### config.mk
export PLATFORM = sky130hd
export DESIGN_NAME = morse_sequence_storage
export DESIGN_NICKNAME = d
export VERILOG_FILES = /design/src/rtl/morse_sequence_storage_pkg.sv /design/src/rtl/morse_char_assembler.sv /design/src/rtl/morse_sequence_storage.sv
export SDC_FILE = /design/constraint.sdc
export NUM_CORES = 1
export LEC_CHECK = 0
export CORE_AREA = 2 2 81 83
export DETAILED_ROUTE_END_ITERATION = 16
export DIE_AREA = 0 0 83 85
export MAX_ROUTING_LAYER = met4
export PLACE_DENSITY = 0.82
export SYNTH_ARGS = -nofsm -noshare
export SYNTH_HDL_FRONTEND = slang
export SYNTH_HIERARCHICAL = 1
export SYNTH_SLANG_ARGS = --single-unit
### constraint.sdc
create_clock -name clk -period 4.4 [get_ports clk]
set_input_delay 0.66 -clock clk [delete_from_list [all_inputs] [get_ports clk]]
set_output_delay 0.66 -clock clk [all_outputs]
set_load 0.02 [all_outputs]
### src/rtl/morse_sequence_storage_pkg.sv
// Shared constants and types for the Morse sequence storage block.
// Symbol codes match those used by the downstream translator.
package morse_sequence_storage_pkg;

  localparam int NUM_CHARS    = 3;
  localparam int SYMS_PER_CHR = 5;
  localparam int CHAR_W       = 2 * SYMS_PER_CHR;
  localparam int SEQ_W        = NUM_CHARS * CHAR_W;
  localparam int SYM_CNT_W    = $clog2(SYMS_PER_CHR + 1);
  localparam int CHR_CNT_W    = $clog2(NUM_CHARS);

  localparam logic [1:0] SYM_DOT  = 2'b00;
  localparam logic [1:0] SYM_DASH = 2'b01;
  localparam logic [1:0] SYM_PAD  = 2'b11;

  localparam logic [CHAR_W-1:0] CHAR_INVALID = {SYMS_PER_CHR{SYM_PAD}};

  typedef enum logic {
    ST_EMPTY,
    ST_OPEN
  } state_e;

endpackage

### src/rtl/morse_char_assembler.sv
// Single-character shift register with symbol count and overflow flag.
// Outputs reflect this cycle's symbol so a same-cycle commit includes it.
module morse_char_assembler
  import morse_sequence_storage_pkg::*;
(
  input  logic              clk,
  input  logic              reset_i,
  input  logic              dot_i,
  input  logic              dash_i,
  input  logic              clear_i,
  output logic [CHAR_W-1:0] code_o,
  output logic              open_o,
  output logic              ovf_o
);

  logic [CHAR_W-1:0]    code_q, code_d;
  logic [SYM_CNT_W-1:0] cnt_q, cnt_d;
  logic                 ovf_q, ovf_d;
  logic                 sym_v, full, add;

  always_comb begin
    sym_v  = dot_i ^ dash_i;
    full   = (cnt_q == SYM_CNT_W'(SYMS_PER_CHR));
    add    = sym_v & ~full;
    code_d = code_q;
    for (int i = 0; i < SYMS_PER_CHR; i++) begin
      if (add && cnt_q == SYM_CNT_W'(i)) begin
        code_d[CHAR_W-1-2*i -: 2] = dash_i ? SYM_DASH : SYM_DOT;
      end
    end
    cnt_d = cnt_q + SYM_CNT_W'(add);
    // both pulses at once, or a sixth symbol, poison the character
    ovf_d = ovf_q | (dot_i & dash_i) | (sym_v & full);
  end

  assign code_o = code_d;
  assign ovf_o  = ovf_d;
  assign open_o = (cnt_d != '0) | ovf_d;

  always_ff @(posedge clk) begin
    if (reset_i || clear_i) begin
      code_q <= CHAR_INVALID;
      cnt_q  <= '0;
      ovf_q  <= 1'b0;
    end else begin
      code_q <= code_d;
      cnt_q  <= cnt_d;
      ovf_q  <= ovf_d;
    end
  end

endmodule

### src/rtl/morse_sequence_storage.sv
// Collects committed Morse characters into a 3-slot word and emits it
// with a one-cycle strobe on auto-fill or send.
module morse_sequence_storage
  import morse_sequence_storage_pkg::*;
(
  input  logic                 clk,
  input  logic                 reset,
  input  logic                 dot_in,
  input  logic                 dash_in,
  input  logic                 char_end,
  input  logic                 send,
  output logic [SEQ_W-1:0]     sequences,
  output logic                 storage_sent,
  output logic                 overflow_err,
  output logic [CHR_CNT_W-1:0] char_count
);

  typedef logic [NUM_CHARS-1:0][CHAR_W-1:0] slots_t;

  state_e               state_q, state_d;
  slots_t               slots_q, slots_d;
  logic [CHR_CNT_W-1:0] count_q, count_d;
  logic [SEQ_W-1:0]     seq_q, seq_d;
  logic                 sent_q, sent_d;
  logic                 ovf_err_q, ovf_err_d;

  logic [CHAR_W-1:0] asm_code;
  logic              asm_open, asm_ovf;
  logic              open_now, commit, emit;

  morse_char_assembler u_asm (
    .clk     (clk),
    .reset_i (reset),
    .dot_i   (dot_in),
    .dash_i  (dash_in),
    .clear_i (commit),
    .code_o  (asm_code),
    .open_o  (asm_open),
    .ovf_o   (asm_ovf)
  );

  always_comb begin
    open_now  = (state_q == ST_OPEN) | asm_open;
    commit    = (char_end | send) & open_now;
    slots_d   = slots_q;
    count_d   = count_q + CHR_CNT_W'(commit);
    state_d   = state_q;
    seq_d     = seq_q;
    ovf_err_d = commit & asm_ovf;
    if (commit) begin
      for (int i = 0; i < NUM_CHARS; i++) begin
        if (count_q == CHR_CNT_W'(i)) begin
          slots_d[i] = asm_ovf ? CHAR_INVALID : asm_code;
        end
      end
      state_d = ST_EMPTY;
    end else if (asm_open) begin
      state_d = ST_OPEN;
    end
    emit   = send |
             (commit & (count_q == CHR_CNT_W'(NUM_CHARS - 1)));
    sent_d = emit;
    // slot 0 lands in the most significant field
    if (emit) begin
      for (int i = 0; i < NUM_CHARS; i++) begin
        seq_d[SEQ_W-1-CHAR_W*i -: CHAR_W] = slots_d[i];
      end
      slots_d = '1;
      count_d = '0;
      state_d = ST_EMPTY;
    end
  end

  always_ff @(posedge clk) begin
    if (reset) begin
      state_q   <= ST_EMPTY;
      slots_q   <= '1;
      count_q   <= '0;
      seq_q     <= '1;
      sent_q    <= 1'b0;
      ovf_err_q <= 1'b0;
    end else begin
      state_q   <= state_d;
      slots_q   <= slots_d;
      count_q   <= count_d;
      seq_q     <= seq_d;
      sent_q    <= sent_d;
      ovf_err_q <= ovf_err_d;
    end
  end

  assign sequences    = seq_q;
  assign storage_sent = sent_q;
  assign overflow_err = ovf_err_q;
  assign char_count   = count_q;

endmodule

==> reports/qor.yml <==
drt_iter0_markers: 277
die_area_um2: 7060
globalplace.congestion: 0.816
avgSynthCellArea_um2: 9.64
path_delay_family: "buffers and inverters"
wl_per_cell_um: 17.6
first_pass_iters: 7
via_per_inst: 6.30
clock_skew_ns: 0.00783
timing.setup.critical_path_class: "input pin to flop"
grt_pass1_vias: 2599
total_leakage_power_nw: 1.36
synthMuxAreaShare_pct: 3.61
syn-cell-area_um2: 3260
grt_pass1_wl_um: 12800
total_power_mw: 1.55
cts_max_level: 3
fp.dieH_um: 85
slowest_delay_ns: 0.60
crit_start: "dash_in"
std_cell_rows: 29
outcome: "completed"
synth_top_family_by_area: "compound AO/OA/AOI/OAI gates"
ctsResizeCount: 0
dpl.hpwl_um: 4960
synth-seq-area-share_pct: 48.5
synth_adder_area_share_pct: 1.15
worstMarginPinSlew_ns: 0.968
final_util_pct: 62.0
critical_path_buf_inv_count: 3
pin_count: 40
cp-start-kind: "input pin"
syn_inst: 338
clk_pin_slew_ns: 0.08
grt_overflow: 0
ys_warn_count: 6
yosys.area_share.simple_pct: 17.5
start_util_pct: 52.5
synth_compound_area_share_pct: 23.0
synth.distinct_cells: 41
ys_ff_latch: 79
layout-drive-gt1-share_pct: 8.99
antenna_cells: 0
numCtsBuffers: 9
crit_path_cell_trace: "clkdlybuf4s50_1, ha_1, inv_1, a31oi_1, ha_1, ha_1, xnor2_1, nand4_1, o22ai_4, inv_4, nor3_1, mux2i_1"
routed_wl_um: 7800
clk_path_buf_depth: 2
finalNetCount: 371
p_per_area_nw_per_um2: 403
post-route-drc-count: 0
clock.fmax_mhz: 291
root_buffer: "clkbuf_8"
final_cell_area_um2: 3850
worstSkewPairLatency_ns: 0.35
end_kind: "flop"
place_area_um2: 3640
core_area_um2: 6200
rsz0062_at_grt: "false"
slowest_stage: "clkdlybuf4s50_1"
grt_max_degree: 44
area_growth_syn_to_layout_pct: 18.1
slew_headroom_pct: 35.3
hold_violations: 0
post-route-min-period_ns: 3.43
hold_buffers: 0
cap_violations: 0
crit_top_cell: "ha_1"
port_buffers: 39
ir_drop_mv: 0.266
critPathMaxFanout: 43
clock-sinks: 79
slew_viol_final: 0
setup_viol: 0
fin_crit_sh_pct: 78.1
cts_tree: "done"
cts_setup_buffers: 0
arrival_ns: 3.65
tns_ns: 0
hp-start: "slots_q[27]"
synthXorXnorAreaFrac_pct: 0.269
worst_hold_slack_ns: 0.448
ant_nets: 0
r2r_start: "u_asm/cnt_q[2]"
grt_usage_pct: 23.2
synth_fp_nets: 347
hp-class: "flop to flop"
antenna_found_initial: 0
vias: 2798
die_w_um: 83
required_ns: 4.62
-- metrics by stage --
step	cells	worst slack, ns
finish	444	0.965
global route	444	0.694
CTS	444	0.993
detailed placement	428	0.602
global placement	428	0.735
floorplan	338	1.31
-- cells in the final DEF (no fill, tap or decap), drive strengths merged, types with 3 or more instances in the layout --
cell and count:
a21oi 23, a221oi 10, and2 3, and4bb 3
buf 7, clkbuf 13, clkdlybuf4s50 39, dfxtp 79
ha 3, inv 9, mux2 5, mux2i 5
nand2 5, nand2b 12, nor2 10, nor2b 12
nor3 8, nor4 30, o211ai 20, o21ai 34
o311ai 20
-- where the power goes --
group / switching [mW] / total, mW / internal [mW]
Sequential: 0.0151 / 0.753 / 0.738
Clock: 0.248 / 0.555 / 0.307
Combinational: 0.162 / 0.245 / 0.0834
-- sequential cells by signal, indices dropped and copies added, names as in the netlist --
name and count:
u_asm/ovf_q 1, u_asm/cnt_q 3, state_q 1, u_asm/code_q 10, char_count 2, slots_q 30
sequences 30, storage_sent 1, overflow_err 1
-- final timing paths --
path | end | slack [ns] | cells past startpoint
max | u_asm/code_q[4] | 0.97 | 12
min | slots_q[27] | 0.45 | 1
max reg2reg | u_asm/code_q[4] | 1.70 | 9
min reg2reg | slots_q[27] | 0.45 | 1
-- metal layers --
layer	up-vias	share of wire, %	track usage [%]	routed length, µm
met5	-	0	-	0
met4	0	1.7	8.64	132
met3	17	6.4	5.93	496
met2	108	46	35.3	3630
met1	1340	45	30.0	3550
li1	1333	-	-	-
-- cell type report --
cell class                      count  area, µm²
Fill cell                         527       2350
Sequential cell                    79       1580
Multi-Input combinational cell    217       1480
Timing Repair Buffer               46        443
Clock buffer                       13        169
Tap cell                           77       96.3
Clock inverter                      3       40.0
Inverter                            9       36.3
-- cell families (layout without fill, tap and decap cells) --
| group | after synthesis | in the layout |
|---|---|---|
| AOI/OAI and AO/OA | 112 | 112 |
| and+or+nand+nor | 91 | 91 |
| muxes | 10 | 10 |
| xor gates and xnor gates | 1 | 1 |
| buffers and inverters | 42 | 71 |
| adders and majority gates | 3 | 3 |
| DFF | 79 | 79 |
-- synthesized netlist by cell type (all sizes together) --
cell type,instances,share of area [%]
xnor2,1,0.27
a21boi,1,0.23
nor4b,1,0.73
ha,3,1.2
o21a,1,0.23
nand3b,1,0.23
a21oi,23,3.5
and3,1,0.19
o211ai,20,4.6
nor2b,12,2.3
and2,3,0.58
or2,2,0.38
nor3,8,1.2
nand4b,2,0.54
dfxtp,79,49
nor4,30,5.8
o22ai,1,0.61
mux2,5,2.1
nand2,5,0.58
clkbuf,14,1.7
mux2i,5,1.5
a221oi,10,2.7
and4bb,3,1.4
nor2,10,1.2
o311ai,20,5.4
o21ai,34,5.2
nand4,1,0.19
nand2b,12,2.3
a31oi,1,0.19
buf,19,3.1
a211o,1,0.27
inv,9,1.1
(Power assumes the default switching activity.)
